--- config.mk ---
export PLATFORM = sky130hd
export DESIGN_NAME = axi4_lite_master_arbiter
export DESIGN_NICKNAME = d
export VERILOG_FILES = /design/src/rtl/axi4_lite_pkg.sv /design/src/rtl/rr_arbiter.sv /design/src/rtl/axi4_lite_master_arbiter.sv
export SDC_FILE = /design/constraint.sdc
export NUM_CORES = 1
export LEC_CHECK = 0
export BUFFER_PORTS_ARGS = -buffer_cell sky130_fd_sc_hd__buf_4
export CORE_AREA = 2 2 137 139
export CTS_CLUSTER_SIZE = 28
export DETAILED_ROUTE_END_ITERATION = 7
export DIE_AREA = 0 0 139 141
export PLACE_DENSITY = 0.69
export SKIP_LAST_GASP = 1
export SLEW_MARGIN = 10
export SYNTH_ARGS = -nofsm -noshare
export SYNTH_HDL_FRONTEND = slang
export SYNTH_SLANG_ARGS = --single-unit
--- constraint.sdc ---
create_clock -name aclk -period 2.8 [get_ports aclk]
set_clock_uncertainty 0.15 [all_clocks]
set_input_delay 0.42 -clock aclk [delete_from_list [all_inputs] [get_ports aclk]]
set_output_delay 0.42 -clock aclk [all_outputs]
set_load 0.02 [all_outputs]
--- src/rtl/axi4_lite_pkg.sv ---
// Shared types for the AXI4-Lite master arbiter: FSM states,
// response codes and the reset value of the protection field.
package axi4_lite_pkg;

  typedef enum logic [2:0] {
    S_IDLE,
    S_WR_REQ,
    S_WR_RESP,
    S_RD_REQ,
    S_RD_DATA,
    S_RSP
  } state_t;

  typedef enum logic [1:0] {
    RESP_OKAY   = 2'b00,
    RESP_EXOKAY = 2'b01,
    RESP_SLVERR = 2'b10,
    RESP_DECERR = 2'b11
  } resp_t;

  localparam logic [2:0]  PROT_DEFAULT = 3'b000;
  localparam logic [15:0] ERR_MAX      = 16'hFFFF;

endpackage

--- src/rtl/rr_arbiter.sv ---
// Combinational round-robin picker.
// Ports: req_i requests, ptr_i start index, gnt_o one-hot, idx_o index.
module rr_arbiter #(
  parameter int N  = 2,
  parameter int IW = (N > 1) ? $clog2(N) : 1
) (
  input  logic [N-1:0]  req_i,
  input  logic [IW-1:0] ptr_i,
  output logic [N-1:0]  gnt_o,
  output logic [IW-1:0] idx_o
);

  logic [IW-1:0] cand;

  // Scan from the farthest offset down so the requester
  // closest to ptr_i is the last (winning) assignment.
  always_comb begin
    gnt_o = '0;
    idx_o = '0;
    cand  = '0;
    for (int k = N - 1; k >= 0; k--) begin
      cand = IW'((int'(ptr_i) + k) % N);
      if (req_i[cand]) idx_o = cand;
    end
    if (req_i[idx_o]) gnt_o[idx_o] = 1'b1;
  end

endmodule

--- src/rtl/axi4_lite_master_arbiter.sv ---
// Round-robin sharing of one AXI4-Lite master among NUM_REQ requesters.
// Ports: cmd_* requester commands, rsp_* completions, AXI4-Lite master, busy/err_count.
module axi4_lite_master_arbiter
  import axi4_lite_pkg::*;
#(
  parameter int NUM_REQ = 2,
  parameter int ADDR_W  = 32,
  parameter int DATA_W  = 32
) (
  input  logic                       aclk,
  input  logic                       areset,
  input  logic [NUM_REQ-1:0]         cmd_valid,
  output logic [NUM_REQ-1:0]         cmd_ready,
  input  logic [NUM_REQ-1:0]         cmd_write,
  input  logic [NUM_REQ*ADDR_W-1:0]  cmd_addr,
  input  logic [NUM_REQ*3-1:0]       cmd_prot,
  input  logic [NUM_REQ*DATA_W-1:0]  cmd_wdata,
  input  logic [NUM_REQ*DATA_W/8-1:0] cmd_wstrb,
  output logic [NUM_REQ-1:0]         rsp_valid,
  output logic [DATA_W-1:0]          rsp_rdata,
  output logic [1:0]                 rsp_resp,
  output logic                       busy,
  output logic [15:0]                err_count,
  output logic [ADDR_W-1:0]          awaddr,
  output logic [2:0]                 awprot,
  output logic                       awvalid,
  input  logic                       awready,
  output logic [DATA_W-1:0]          wdata,
  output logic [DATA_W/8-1:0]        wstrb,
  output logic                       wvalid,
  input  logic                       wready,
  input  logic [1:0]                 bresp,
  input  logic                       bvalid,
  output logic                       bready,
  output logic [ADDR_W-1:0]          araddr,
  output logic [2:0]                 arprot,
  output logic                       arvalid,
  input  logic                       arready,
  input  logic [DATA_W-1:0]          rdata,
  input  logic [1:0]                 rresp,
  input  logic                       rvalid,
  output logic                       rready
);

  localparam int IW = (NUM_REQ > 1) ? $clog2(NUM_REQ) : 1;
  localparam int SW = DATA_W / 8;

  state_t              state_q;
  logic [IW-1:0]       ptr_q;
  logic [IW-1:0]       gidx_q;
  logic [IW-1:0]       win_idx;
  logic [NUM_REQ-1:0]  win_gnt;
  logic [NUM_REQ-1:0]  gidx_oh;
  logic [NUM_REQ-1:0]  rsp_valid_q;
  logic [ADDR_W-1:0]   win_addr;
  logic [ADDR_W-1:0]   awaddr_q;
  logic [ADDR_W-1:0]   araddr_q;
  logic [2:0]          win_prot;
  logic [2:0]          awprot_q;
  logic [2:0]          arprot_q;
  logic [DATA_W-1:0]   win_wdata;
  logic [DATA_W-1:0]   wdata_q;
  logic [DATA_W-1:0]   rsp_rdata_q;
  logic [SW-1:0]       win_wstrb;
  logic [SW-1:0]       wstrb_q;
  logic                awvalid_q;
  logic                wvalid_q;
  logic                bready_q;
  logic                arvalid_q;
  logic                rready_q;
  resp_t               rsp_resp_q;
  logic [15:0]         err_cnt_q;
  logic [15:0]         err_cnt_d;
  logic [IW-1:0]       ptr_d;
  logic                aw_done;
  logic                w_done;

  rr_arbiter #(
    .N  (NUM_REQ),
    .IW (IW)
  ) u_rr (
    .req_i (cmd_valid),
    .ptr_i (ptr_q),
    .gnt_o (win_gnt),
    .idx_o (win_idx)
  );

  assign win_addr  = cmd_addr[int'(win_idx)*ADDR_W +: ADDR_W];
  assign win_prot  = cmd_prot[int'(win_idx)*3 +: 3];
  assign win_wdata = cmd_wdata[int'(win_idx)*DATA_W +: DATA_W];
  assign win_wstrb = cmd_wstrb[int'(win_idx)*SW +: SW];

  // A channel counts as done if it already handshook or does so now.
  assign aw_done = !awvalid_q || awready;
  assign w_done  = !wvalid_q || wready;

  always_comb begin
    gidx_oh = '0;
    gidx_oh[gidx_q] = 1'b1;
  end

  assign err_cnt_d = (rsp_resp_q != RESP_OKAY && err_cnt_q != ERR_MAX)
                   ? err_cnt_q + 16'd1 : err_cnt_q;

  assign ptr_d = (gidx_q == IW'(NUM_REQ - 1)) ? '0 : gidx_q + 1'b1;

  always_ff @(posedge aclk) begin
    if (areset) begin
      state_q     <= S_IDLE;
      ptr_q       <= '0;
      gidx_q      <= '0;
      awaddr_q    <= '0;
      awprot_q    <= PROT_DEFAULT;
      wdata_q     <= '0;
      wstrb_q     <= '0;
      araddr_q    <= '0;
      arprot_q    <= PROT_DEFAULT;
      awvalid_q   <= 1'b0;
      wvalid_q    <= 1'b0;
      bready_q    <= 1'b0;
      arvalid_q   <= 1'b0;
      rready_q    <= 1'b0;
      rsp_valid_q <= '0;
      rsp_rdata_q <= '0;
      rsp_resp_q  <= RESP_OKAY;
      err_cnt_q   <= '0;
    end else begin
      rsp_valid_q <= '0;
      unique case (state_q)
        S_IDLE: begin
          if (|cmd_valid) begin
            gidx_q <= win_idx;
            if (cmd_write[win_idx]) begin
              awaddr_q  <= win_addr;
              awprot_q  <= win_prot;
              wdata_q   <= win_wdata;
              wstrb_q   <= win_wstrb;
              awvalid_q <= 1'b1;
              wvalid_q  <= 1'b1;
              state_q   <= S_WR_REQ;
            end else begin
              araddr_q  <= win_addr;
              arprot_q  <= win_prot;
              arvalid_q <= 1'b1;
              state_q   <= S_RD_REQ;
            end
          end
        end
        S_WR_REQ: begin
          if (awvalid_q && awready) awvalid_q <= 1'b0;
          if (wvalid_q && wready)   wvalid_q  <= 1'b0;
          if (aw_done && w_done) begin
            bready_q <= 1'b1;
            state_q  <= S_WR_RESP;
          end
        end
        S_WR_RESP: begin
          if (bvalid) begin
            bready_q    <= 1'b0;
            rsp_resp_q  <= resp_t'(bresp);
            rsp_rdata_q <= '0;
            rsp_valid_q <= gidx_oh;
            state_q     <= S_RSP;
          end
        end
        S_RD_REQ: begin
          if (arready) begin
            arvalid_q <= 1'b0;
            rready_q  <= 1'b1;
            state_q   <= S_RD_DATA;
          end
        end
        S_RD_DATA: begin
          if (rvalid) begin
            rready_q    <= 1'b0;
            rsp_resp_q  <= resp_t'(rresp);
            rsp_rdata_q <= rdata;
            rsp_valid_q <= gidx_oh;
            state_q     <= S_RSP;
          end
        end
        S_RSP: begin
          err_cnt_q <= err_cnt_d;
          ptr_q     <= ptr_d;
          state_q   <= S_IDLE;
        end
        default: state_q <= S_IDLE;
      endcase
    end
  end

  // Grants are offered only while idle and never during reset.
  assign cmd_ready = (state_q == S_IDLE && !areset) ? win_gnt : '0;
  assign busy      = (state_q != S_IDLE);
  assign rsp_valid = rsp_valid_q;
  assign rsp_rdata = rsp_rdata_q;
  assign rsp_resp  = rsp_resp_q;
  assign err_count = err_cnt_q;
  assign awaddr    = awaddr_q;
  assign awprot    = awprot_q;
  assign awvalid   = awvalid_q;
  assign wdata     = wdata_q;
  assign wstrb     = wstrb_q;
  assign wvalid    = wvalid_q;
  assign bready    = bready_q;
  assign araddr    = araddr_q;
  assign arprot    = arprot_q;
  assign arvalid   = arvalid_q;
  assign rready    = rready_q;

endmodule

# Word-level counts from Yosys, hierarchy flattened
# Index checks and enable logic that the tools add are counted.
# classes
shifts,4
n_bitwise,1
eq_ne,15
n_reduce_logical,32
mux,49
multipliers,1
n_addsub,3
div_mod_pow,0
n_lt_le_gt_ge,6
# op_table
operator,count
indexed part select 64 x 7 -> 32 bit,2
two-way mux 32 bit,2
one-hot mux 32 bit (2 select lines),1
two-way mux 1 bit,24
"inequality test 2 bit, second input constant",9
"adder 16 x 1 -> 16 bit, second input constant",1
"inequality test 16 bit, second input constant",1
two-way mux 3 bit,5
one-hot mux 3 bit (5 select lines),1
AND reduction 3 bit,5
two-way mux 2 bit,7
AND reduction 4 bit,3
nonzero test 2 bit,6
one-hot mux 1 bit (2 select lines),5
"< comparator 1 x 2 -> 1 bit, second input constant",4
one-hot mux 2 bit (2 select lines),2
indexed part select 8 x 4 -> 4 bit,1
logical AND 1 bit,7
"== test 3 x 2 -> 1 bit, second input constant",2
"== test 3 bit, second input constant",2
indexed part select 6 x 4 -> 3 bit,1
AND reduction 5 bit,1
AND reduction 2 bit,2
"== test 3 x 1 -> 1 bit, second input constant",1
10 further kinds,16
# totals
reg_bits,168
romBits,0
latch_bits,0
ramBits,0
elab_cells,129
n_memories,0
input_bits,189
out_inout_bits,166

# Longest topological paths before layout
# Gate-level depths: netlist of the first run.
# depth
ltp_word,11
ltp_mapped,8

# Cells and area by module
# A second synthesis of the first run with hierarchy kept.
# hier_totals
cells_unflattened,763
area_unflattened_um2,7319.5
# by_module_without_submodules
mod,area_each_um2,cells_each,n_inst
axi4_lite_master_arbiter,7293.2,759,1
rr_arbiter,26.3,4,1

# Worst setup path before layout of the first run
# Ideal clock, no wire load.
# synth_timing
kind,reg-to-reg
start,"reg err_cnt_q[0], in the netlist err_count[0]"
end,"reg err_cnt_q[4], in the netlist err_count[4]"
stages_incl_launch_ff,7
setup_slack_ns,0.704
t_arrival_ns,1.875
setup_ns,0.070
synth_period_minus_slack_ns,2.096
cell_sequence,dfxtp_1 > ha_1 > and3_1 > clkbuf_1 > nand3b_1 > or3_2 > a21oi_1
# synth_via
elab_chain_cells,3
elab_cells_between_ends,4
classes_between,1 x add/sub; 1 x eq/ne; 2 x reduce/logical
# synth_lines
item,line,source
start: declaration,axi4_lite_master_arbiter.sv:72,logic [15:0] err_cnt_q;
start signal: assignment,axi4_lite_master_arbiter.sv:183,err_cnt_q <= err_cnt_d;
"parallel branches: the longest is 3 deep, another holds adder 16 x 1 -> 16 bit",n/a,
# Several ways; the timed one is not identified.
# A chain may end at the register's enable or synchronous reset.

# Worst setup path in the final report of the first run
# layout_timing
start,reg ptr_q
end,out cmd_ready[1]
# layout_via
elab_chain_cells,11
elab_cells_between_ends,16
classes_between,1 x add/sub; 2 x order compare; 12 x mux; 1 x reduce/logical
# layout_lines
item,line,source
start: declaration,axi4_lite_master_arbiter.sv:49,logic [IW-1:0] ptr_q;
start signal: assignment,axi4_lite_master_arbiter.sv:184,ptr_q <= ptr_d;
adder 1 bit,rr_arbiter.sv:22,cand = IW'((int'(ptr_i) + k) % N);
two-way mux 1 bit (not written as such) (2 in series),rr_arbiter.sv:23,if (req_i[cand]) idx_o = cand;
two-way mux 1 bit,rr_arbiter.sv:23,
two-way mux 1 bit (*),rr_arbiter.sv:23,
< comparator 1 x 2 -> 1 bit (not written as such) / >= comparator 1 bit (equally long branches),rr_arbiter.sv:25,if (req_i[idx_o]) gnt_o[idx_o] = 1'b1;
logical AND 1 bit (not written as such),rr_arbiter.sv:25,
two-way mux 1 bit (not written as such),rr_arbiter.sv:25,
demux 1 bit (select 1 bit),n/a,
two-way mux 2 bit (*),rr_arbiter.sv:25,
two-way mux 2 bit (*),axi4_lite_master_arbiter.sv:193,assign cmd_ready = (state_q == S_IDLE && !areset) ? win_gnt : '0;
end: declaration,axi4_lite_master_arbiter.sv:13,"output logic [NUM_REQ-1:0] cmd_ready,"
# Mark *: on every way between the ends. The rest lies on a longest branch, timed or not. The select of a mux whose other input is x is not followed.

==> impl_results.md, run 1 <==
* Status: finished, final reports clean
* Clock power frac at about 28%
* CTS Buf Count at 17
* Hold Startpoint: rvalid
* Drt initial violations at approximately 390
* Actual slew at the worst max-slew pin at between 1 and 1.5 ns
* Vias at around 6700
* RSZ-0062 raised after global routing: no
* Die Y at about 140 um
* Initial antenna violation count at 0
* Cells on Worst Hold Path at 2
* Pin count of the biggest net entering global routing at 109
* Ant diodes at 0
* Most common cell after layout, fill and taps aside: buf_4
* CTS tree: built
* End of the worst register-to-register path: rsp_rdata[0]
* Syn_area_per_cell at 9.152 um^2
* Endpoints failing hold at 0
* Combinational share of power at between 30% and 40%
* Routed WL at roughly 21000 um
* R2R Path Start: state_q[2]
* Syn Inst Count at approximately 760
* Synth unique cells at 50
* YS warnings at 0
* GRT Total Usage at approximately a fifth
* Clk root buf: clkbuf_16
* Sw power at 3.280 mW
* Worst setup EP type: output pin
* DRT Pass-1 Iters at 5
* Syn_nets at about 950
* Lkg Pwr at about 4.7 nW
* Kind of critical path: register to output pin
* Post_cts resized at 0
* Relative slew slack at 26.37%
* Share of cells above drive strength 1 at between 30% and 40%
* Vias per inst at between 5 and 6
* Worst hold path class: primary input to register
* Post-Synthesis Cell Area at between 6000 and 7000 um^2
* Seq/Total Area, Yosys at around half
* Wl on met1 at approximately 8500 um
* Largest cells by area after synthesis: dfxtp_1 (49%), a211oi_1 (12%), mux2i_1 (11%)
* Fmax at between 400 and 500 MHz
* Gpl congestion at roughly 0.81
* Post-route ant nets at 0
* CTS Hold Bufs at 0
* PortBufs at roughly 350
* I/O pins at around 360
* Top_reg_cell synth: dfxtp_1
* First-pass GRT wire length at 32420 um
* WP data required at approximately 2.2 ns
* Worst Setup EP: cmd_ready[1]
* Initial Util at between 30 and 40%
* Seq cells post-synth at roughly 170
* Sw Share at about 36%
* # H-tree levels at 4
* Final setup TNS at 0 ns
* Vias in the first global route at slightly above 6000
* Final nets at ~1300
* Max cap viols at 0
* Remaining DRCs at 0
* Min cycle time layout at roughly 2.3 ns
* Post-synth top area share at between 40 and 50%
* Final period util at between 80% and 90%
* Met3 wire length at about 1600 um
* Top library cells by usage in the layout, fill and taps aside: buf_4 (366), dfxtp_1 (168), nor2_1 (134), a211oi_1 (113), mux2i_1 (75)
* Synthesis-to-layout area growth at 50.32%
* Core Region at roughly 18000 um^2
* Final Max Tran Viols at 0
* Clock sinks at 168
* Flop2flop setup slack at between 0.5 and 0.6 ns
* CP arrival at between 1.5 and 2 ns
* Post-CTS Setup Bufs at 0
* Total congestion overflow at 0
* Setup Viol. Count Final at 0
* Dpl hpwl at roughly 15000 um
* Max VDD drop at between 0.0004 and 0.0005 V
* Pwr/cell area at slightly below 900 nW/um^2
* Async set-reset flop share out of synthesis at 0%
* Die width at 139 um
* Int Pwr at slightly below 6 mW
* Die area at 19600 um^2
* CP startpoint: ptr_q
* Worst Path Max Fanout at 31
* Uppermost layer routed: met4
* Tot Pwr at between 9 and 10 mW
* Post-synth EDFFs at 0
* Cell type with the largest total area after synthesis: dfxtp_1
* Share of power burned in registers at 35.3%
* DR WL/cell at between 15 and 20 um
* Routed wl met2 at approximately 10000 um
* Cell row count at 50
* Clk buf depth at 2
* Reg2Reg Depth at 5
* Reg clk slew, reported paths at 0.07 ns
* Startpoint types: register
* Clk_lat worst skew at 0.41 ns
-- worst max-delay path: stages, from the launching register on --
cell	delay, ns
dfxtp_1	0.38
nand2b_1	0.21
nand2_4	0.32
nor3_1	0.26
buf_4	0.18
-- cells by family after synthesis --
group	after synthesis	share of synthesized area [%]
muxes	76	11.05
buffers and inverters	73	4.479
DFF	168	48.55
and+or+nand+nor	253	16.67
AOI/OAI and AO/OA	174	17.55
xor gates and xnor gates	12	1.517
adders and majority gates	1	0.1806
-- cell usage after synthesis, types with 2 or more instances --
cell	number
dfxtp_1	168
nor2_1	135
a211oi_1	113
mux2i_1	75
nand2_1	40
nand3_1	38
a21oi_1	37
clkbuf_1	34
buf_2	29
inv_1	10
xnor2_1	9
nor3_1	7
a31oi_1	4
nand3b_1	4
nand4_1	4
nor2b_1	4
o21ai_0	3
xor2_1	3
a21oi_2	2
a311oi_1	2
and3_1	2
and4_1	2
nand2b_1	2
nor3b_1	2
nor4_1	2
or3_2	2
-- per-stage QoR --
stage	cell area, um^2	hold slack, ns	utilization (%)	instances	setup slack (ns)
final	10410	0.05551	57.01	1329	0.4567
after global routing	10410	0.05435	57.01	1329	0.2658
after CTS	10410	0.03565	57.01	1329	0.4352
after detailed placement	9774	0.2974	53.51	1297	0.5318
after global placement	9774	0.2890	53.51	1297	0.6395
after floorplan	6928	0.2841	-	757	0.7043
-- metal layers --
layer,vias up,global-route usage [%]
met3,21,7.677
met5,-,0
met4,0,6.114
met2,241,34.79
li1,3362,-
met1,3028,24.28
-- layout make-up --
type	instances	area, um^2
multi-input combinational	516	3273
tap	234	292.8
inverter	10	37.54
clock inverter	15	214.0
fill	1725	7854
sequential	168	3363
clock buffer	17	425.4
timing repair buffer	369	2808
-- flip-flops by register name, indices dropped and copies added (netlist names) --
| signal | flops |
|---|---|
| araddr | 32 |
| awaddr | 32 |
| rsp_rdata | 32 |
| wdata | 32 |
| err_count | 16 |
| wstrb | 4 |
| arprot | 3 |
| awprot | 3 |
| state_q | 3 |
| rsp_resp | 2 |
| rsp_valid | 2 |
| arvalid | 1 |
| awvalid | 1 |
| bready | 1 |
| gidx_q | 1 |
| ptr_q | 1 |
| rready | 1 |
| wvalid | 1 |
-- power by group through the flow --
| stage | clock (mW) | combinational, mW | sequential (mW) |
|---|---|---|---|
| 2_1_floorplan | 0 | 1.46 | 3.76 |
| 3_3_place_gp | 0 | 3.34 | 3.23 |
| 3_5_place_dp | 0 | 3.36 | 3.25 |
| 4_1_cts | 2.58 | 3.37 | 3.20 |
| 5_1_grt | 2.70 | 3.64 | 3.26 |
| 6_report | 2.53 | 3.33 | 3.20 |
-- worst min path at each step --
stage                   end  slack (ns)
3_5_place_dp   rsp_rdata[1]        0.30
5_1_grt              rready        0.05
3_3_place_gp   rsp_rdata[5]        0.29
2_1_floorplan  rsp_valid[0]        0.28
4_1_cts              rready        0.04
6_report             rready        0.06
(Power assumes the default switching activity.)
==> inputs of run 2 (changes only) <==
CORE_AREA = 2 2 138 140   (was 2 2 137 139)
DIE_AREA = 0 0 140 142   (was 0 0 139 141)
PLACE_DENSITY = 0.68   (was 0.69)
clock period = 2.45 ns   (was 2.8 ns; I/O delays follow)
==> run 2 against run 1 <==
Net effect: the run now ends with DRC left; largest power group unchanged; non-clock buffer count rose by 6; die area rose by 1.4%; combinational power rose by 17%; critical endpoint is now cmd_ready[0]; register-to-register slack got worse by 0.25 ns; largest cell class unchanged; clock power rose by 7%.
==> impl_results.md, run 2 (synthesized netlist as in run 1, its figures left out) <==
* Reg2Reg Depth at 6 (was 5)
* Worst Path Max Fanout at 12 (was 31)
* CTS Buf Count at 17 (unchanged)
* WP data required at 1.93 ns (was 2.23 ns)
* Cells on Worst Hold Path at 2 (unchanged)
* Fmax at around 450 MHz
* Initial Util at 37.54% (was 37.92%)
* Initial antenna violation count at 0 (unchanged)
* Die Y at 142 um (was 141 um)
* Max VDD drop at 0.0004871 V (was 0.0004895 V)
* Post-route ant nets at 0 (unchanged)
* Top library cells by usage in the layout, fill and taps aside: buf_4 (367), dfxtp_1 (168), nor2_1 (134), a211oi_1 (113), mux2i_1 (75) (was buf_4 (366), dfxtp_1 (168), nor2_1 (134), a211oi_1 (113), mux2i_1 (75))
* Reg clk slew, reported paths at 0.06 ns (was 0.07 ns)
* Tot Pwr at 10.25 mW (was 9.055 mW)
* Footprint of the multi-input gates at 3273 um^2 (unchanged)
* Final nets at 1278 (was 1272)
* Core Region at 18460 um^2 (was 18270 um^2)
* Cell row count at 50 (unchanged)
* Post-CTS Setup Bufs at 0 (unchanged)
* Most common cell after layout, fill and taps aside: buf_4 (unchanged)
* Share of cells above drive strength 1 at 38.27% (was 38.17%)
* Startpoint types: register (unchanged)
* Register area at 3363 um^2 (unchanged)
* Worst hold path class: primary input to register (unchanged)
* Remaining DRCs at 24 (was 0)
* Die area at 19880 um^2 (was 19600 um^2)
* Placed inst area at 9862 um^2 (was 9774 um^2)
* Endpoints failing hold at 0 (unchanged)
* Pwr/cell area at 979.0 nW/um^2 (was 869.5 nW/um^2)
* Clock sinks at 168 (unchanged)
* Final period util at about nine tenths
* Vias in the first global route at 6235 (was 6211)
* Clk root buf: clkbuf_16 (unchanged)
* Max cap viols at 0 (unchanged)
* PortBufs at 354 (unchanged)
* Post-Layout Inst Area at 10470 um^2 (was 10410 um^2)
* Pin count of the biggest net entering global routing at 111 (was 109)
* First-pass GRT wire length at 33000 um (was 32420 um)
* Die width at 140 um (was 139 um)
* Ant diodes at 0 (unchanged)
* Kind of critical path: register to output pin (unchanged)
* Vias per inst at 5.005 (about the same)
* Synthesis-to-layout area growth at 51.07% (was 50.32%)
* Worst setup EP type: output pin (unchanged)
* Relative slew slack at 59.11% (was 26.37%)
* GRT Total Usage at 20.84% (was 20.50%)
* Routed WL at 21440 um (was 20910 um)
* Fillers at 1716 (was 1725)
* Dpl hpwl at 15980 um (was 15330 um)
* Gpl congestion at 0.8047 (was 0.8088)
* Min cycle time layout at 2.230 ns
* DR WL/cell at 16.07 um (was 15.73 um)
* I/O pins at 355 (unchanged)
* # H-tree levels at 4 (unchanged)
* CTS tree: built (unchanged)
* CP arrival at 1.71 ns (was 1.77 ns)
* DRT Pass-1 Iters at 8 (was 5)
* Clk_lat worst skew at 0.41 ns (about the same)
* Actual slew at the worst max-slew pin at 0.5979 ns (was 1.105 ns)
* Drt initial violations at 280 (was 387)
* CTS Hold Bufs at 1 (was 0)
* RSZ-0062 raised after global routing: no (unchanged)
* Status: finished with violations (was finished, final reports clean)
* Setup Viol. Count Final at 0 (unchanged)
* Failing checks: DRC
* Final Max Tran Viols at 0 (unchanged)
* Final setup TNS at 0 ns (unchanged)
* Total congestion overflow at 0 (unchanged)
* Vias at 6677 (was 6652)
* Post_cts resized at 0 (unchanged)
* Lkg Pwr at 4.730 nW (was 4.700 nW)
* Clk buf depth at 2 (unchanged)
run 2: cell count changes in the layout (fill, tap and decap cells not counted), moves of 2 or more:
cell,delta
inv_8,-2
clkinv_2,+3
buf_12,+4
inv_6,-3
run 2: worst max-delay path, cell delays in order, from the launching register on:
cell and delay (ns):
dfxtp_1 0.44, nor3_2 0.32, inv_1 0.15, nor3b_1 0.21, buf_4 0.19
run 2: path summary, 6_finish.rpt:
path	startpoint	to	slack, ns
worst max-delay path	state_q[2]	cmd_ready[0]	0.22
worst min-delay path	arready	arvalid	0.04
worst max register to register	state_q[2]	wdata[28]	0.31
worst min register to register	rsp_rdata[6]	rsp_rdata[6]	0.30
run 2: layout make-up:
class | count | share of cell area [%]
Inverter | 10 | 0.3586
Sequential cell | 168 | 32.13
Clock buffer | 19 | 4.232
Multi-Input combinational cell | 516 | 31.27
Tap cell | 234 | 2.797
Timing Repair Buffer | 375 | 27.76
Clock inverter | 12 | 1.446
run 2: metal layers:
layer	vias to the layer above	part of all wire, %	track usage, %	wire length [um]
met1	3061	41	24.84	8762
met3	20	7.1	6.057	1528
li1	3372	-	-	-
met5	-	0	0	0
met2	224	50	36.09	10780
met4	0	1.7	7.230	368
run 2: metrics by stage:
stage | util, % | cells | hold WS, ns | setup WS, ns
after global placement | 53.44 | 1302 | 0.2894 | 0.4333
after floorplan | - | 757 | 0.2841 | 0.3543
after global routing | 56.71 | 1334 | 0.03939 | 0.09859
after detailed placement | 53.44 | 1302 | 0.2937 | 0.3634
final | 56.71 | 1334 | 0.04438 | 0.2199
after CTS | 56.71 | 1334 | 0.02115 | 0.2217
run 2: where the power goes:
group	internal [mW]	switching [mW]	total, mW
Combinational	1.61	2.27	3.89
Clock	1.62	1.07	2.70
Sequential	3.31	0.355	3.66
==> inputs of run 3 (changes only) <==
CORE_AREA = 2 2 139 141   (was 2 2 138 140)
DIE_AREA = 0 0 141 143   (was 0 0 140 142)
==> run 3 against run 2 <==
Net effect: largest power group unchanged; via count fell by 1.3%; final cell count fell by 0.22%; count of clock-buffer cells in the layout fell by 2; clock power fell by 1%; worst hold slack improved by 0.0054 ns; maximum frequency fell by 1.4%; worst setup slack got worse by 0.031 ns; core utilization fell by 0.65 points; critical path type unchanged; the run now ends clean; sequential share of layout area rose by 0.15 points; critical path depth did not move; die area rose by 1.4%; highest routed layer unchanged; design area fell by 0.48%; critical endpoint unchanged.
==> impl_results.md, run 3 (synthesized netlist as in run 1, its figures left out) <==
* Status: finished, final reports clean (was finished with violations)
* # H-tree levels at 4 (unchanged)
* Die width at 141 um (was 140 um)
* Max cap viols at 0 (unchanged)
* Max VDD drop at 0.0005195 V (was 0.0004871 V)
* Max incr delay on CP at 0.43 ns (was 0.44 ns)
* Clk_lat worst skew at 0.42 ns (was 0.41 ns)
* Pwr/cell area at 976.2 nW/um^2 (was 979.0 nW/um^2)
* Routed WL at 21170 um (was 21440 um)
* Share of cells above drive strength 1 at 38.10% (was 38.27%)
* Synthesis-to-layout area growth at 50.35% (was 51.07%)
* Final nets at 1274 (was 1278)
* Clock sinks at 168 (unchanged)
* Total congestion overflow at 0 (unchanged)
* PortBufs at 354 (unchanged)
* Dpl hpwl at 15660 um (was 15980 um)
* Remaining DRCs at 0 (was 24)
* Die Y at 143 um (was 142 um)
* I/O pins at 355 (unchanged)
* Clk buf depth at 2 (unchanged)
* Most common cell after layout, fill and taps aside: buf_4 (unchanged)
* Vias per inst at 4.952 (was 5.005)
* Final period util at 92.29% (was 91.02%)
* Actual slew at the worst max-slew pin at 0.6478 ns (was 0.5979 ns)
* Final setup TNS at 0 ns (unchanged)
* Clk root buf: clkbuf_16 (unchanged)
* Vias at 6591 (was 6677)
* Setup Viol. Count Final at 0 (unchanged)
* WP data required at 1.93 ns (about the same)
* Placed inst area at 9812 um^2 (was 9862 um^2)
* Smallest hold slack at 0.04979 ns (was 0.04438 ns)
* Crit-path cells: nor3_2, inv_1, nor3b_1, buf_4 (unchanged)
* Post-Layout Inst Area at 10420 um^2 (was 10470 um^2)
* First-pass GRT wire length at 31770 um (was 33000 um)
* Final Max Tran Viols at 0 (unchanged)
* Worst hold path class: primary input to register (unchanged)
* Die area at 20160 um^2 (was 19880 um^2)
* Lkg Pwr at 4.708 nW (was 4.730 nW)
* CTS Buf Count at 17 (unchanged)
* DRT Pass-1 Iters at 4 (was 8)
* Reg clk slew, reported paths at 0.07 ns (was 0.06 ns)
* Endpoints failing hold at 0 (unchanged)
* Relative slew slack at 56.41% (was 59.11%)
* Min cycle time layout at 2.261 ns (was 2.230 ns)
* Gpl congestion at 0.7700 (was 0.8047)
* CTS tree: built (unchanged)
* Kind of critical path: register to output pin (unchanged)
* Post-CTS Setup Bufs at 0 (unchanged)
* Startpoint types: register (unchanged)
* Vias in the first global route at 6006 (was 6235)
* Cell family contributing the most delay on the critical path: simple AND/OR/NAND/NOR gates (unchanged)
* Fmax at 442.3 MHz (was 448.4 MHz)
* Cell row count at 50 (unchanged)
* RSZ-0062 raised after global routing: no (unchanged)
* CP bufs+invs at 2 (unchanged)
* Initial antenna violation count at 0 (unchanged)
* Slowest cell on crit path: dfxtp_1 (unchanged)
* GRT Total Usage at 20.03% (was 20.84%)
* CP arrival at 1.74 ns (was 1.71 ns)
* Initial Util at 37.29% (was 37.54%)
* Pin count of the biggest net entering global routing at 89 (was 111)
* Worst setup slack after layout at 0.1889 ns (was 0.2199 ns)
* DR WL/cell at 15.91 um (was 16.07 um)
* Core Region at 18580 um^2 (was 18460 um^2)
* Place WS at 0.3684 ns (was 0.3634 ns)
* Top library cells by usage in the layout, fill and taps aside: buf_4 (363), dfxtp_1 (168), nor2_1 (134), a211oi_1 (113), mux2i_1 (75) (was buf_4 (367), dfxtp_1 (168), nor2_1 (134), a211oi_1 (113), mux2i_1 (75))
* Worst setup EP type: output pin (unchanged)
* Drt initial violations at 281 (was 280)
* Worst Path Max Fanout at 12 (unchanged)
* Ant diodes at 0 (unchanged)
* Post-route ant nets at 0 (unchanged)
[run 3: changes by cell type in the layout (fill, tap and decap cells not counted)]
cell           change
clkbuf_8           -1
clkinv_8           +1
bufinv_16          -2
clkinv_4           -1
dlygate4sd3_1      +1
inv_6              +5
clkinvlp_4         -1
clkbuf_1           -1
clkinv_2           -2
inv_8              +3
buf_4              -4
buf_12             -1
[run 3: cell type report]
| cell class | instances | area (um^2) |
|---|---|---|
| clock buffers | 17 | 425.4 |
| clock inverters | 15 | 158.9 |
| fillers | 1711 | 8164 |
| inverters | 10 | 37.54 |
| multi-input cells | 516 | 3273 |
| flip-flops and latches | 168 | 3363 |
| well taps | 234 | 292.8 |
| repair buffers | 371 | 2865 |
[run 3: worst reg2reg max path, stage by stage, from the launching register on]
cell      delay, ns
dfxtp_1        0.57
nand3b_1       0.20
nor4_1         0.63
nand3_1        0.17
xor2_1         0.19
nor2_1         0.06
[run 3: per-layer routing]
| metal | wire length [um] | up-vias | share of wire (%) | global-route usage [%] |
|---|---|---|---|---|
| met4 | 353 | 0 | 1.7 | 6.579 |
| met2 | 10370 | 246 | 49 | 33.79 |
| met5 | 0 | - | 0 | 0 |
| met1 | 8795 | 2957 | 42 | 24.05 |
| met3 | 1654 | 28 | 7.8 | 6.841 |
| li1 | - | 3360 | - | - |
[run 3: path summary, 6_finish.rpt]
path	start	endpoint	slack, ns	cells after the start
worst max register to register	state_q[2]	err_count[15]	0.36	5
worst min-delay path	rdata[15]	rsp_rdata[15]	0.05	3
worst max-delay path	state_q[2]	cmd_ready[0]	0.19	4
worst min register to register	rsp_rdata[5]	rsp_rdata[5]	0.30	2
[run 3: timing repair]
| item | in CTS | in global routing |
|---|---|---|
| gates resized for setup | 0 | 0 |
| hold endpoints to repair | 2 | 0 |
| setup endpoints to repair | 0 | 0 |
| hold buffers | 2 | 0 |
[run 3: stage by stage]
stage | utilization (%) | power (mW) | cells
after floorplan | - | 5.970 | 757
after global placement | 52.81 | 7.546 | 1297
after detailed placement | 52.81 | 7.597 | 1297
after CTS | 56.06 | 10.28 | 1331
after global routing | 56.06 | 10.75 | 1331
final | 56.06 | 10.17 | 1331
[run 3: where the power goes]
part	total, mW	leakage (nW)	switching (mW)	internal (mW)
Sequential	3.67	1.37	0.367	3.31
Clock	2.66	0.288	1.21	1.45
Combinational	3.84	3.05	2.24	1.59
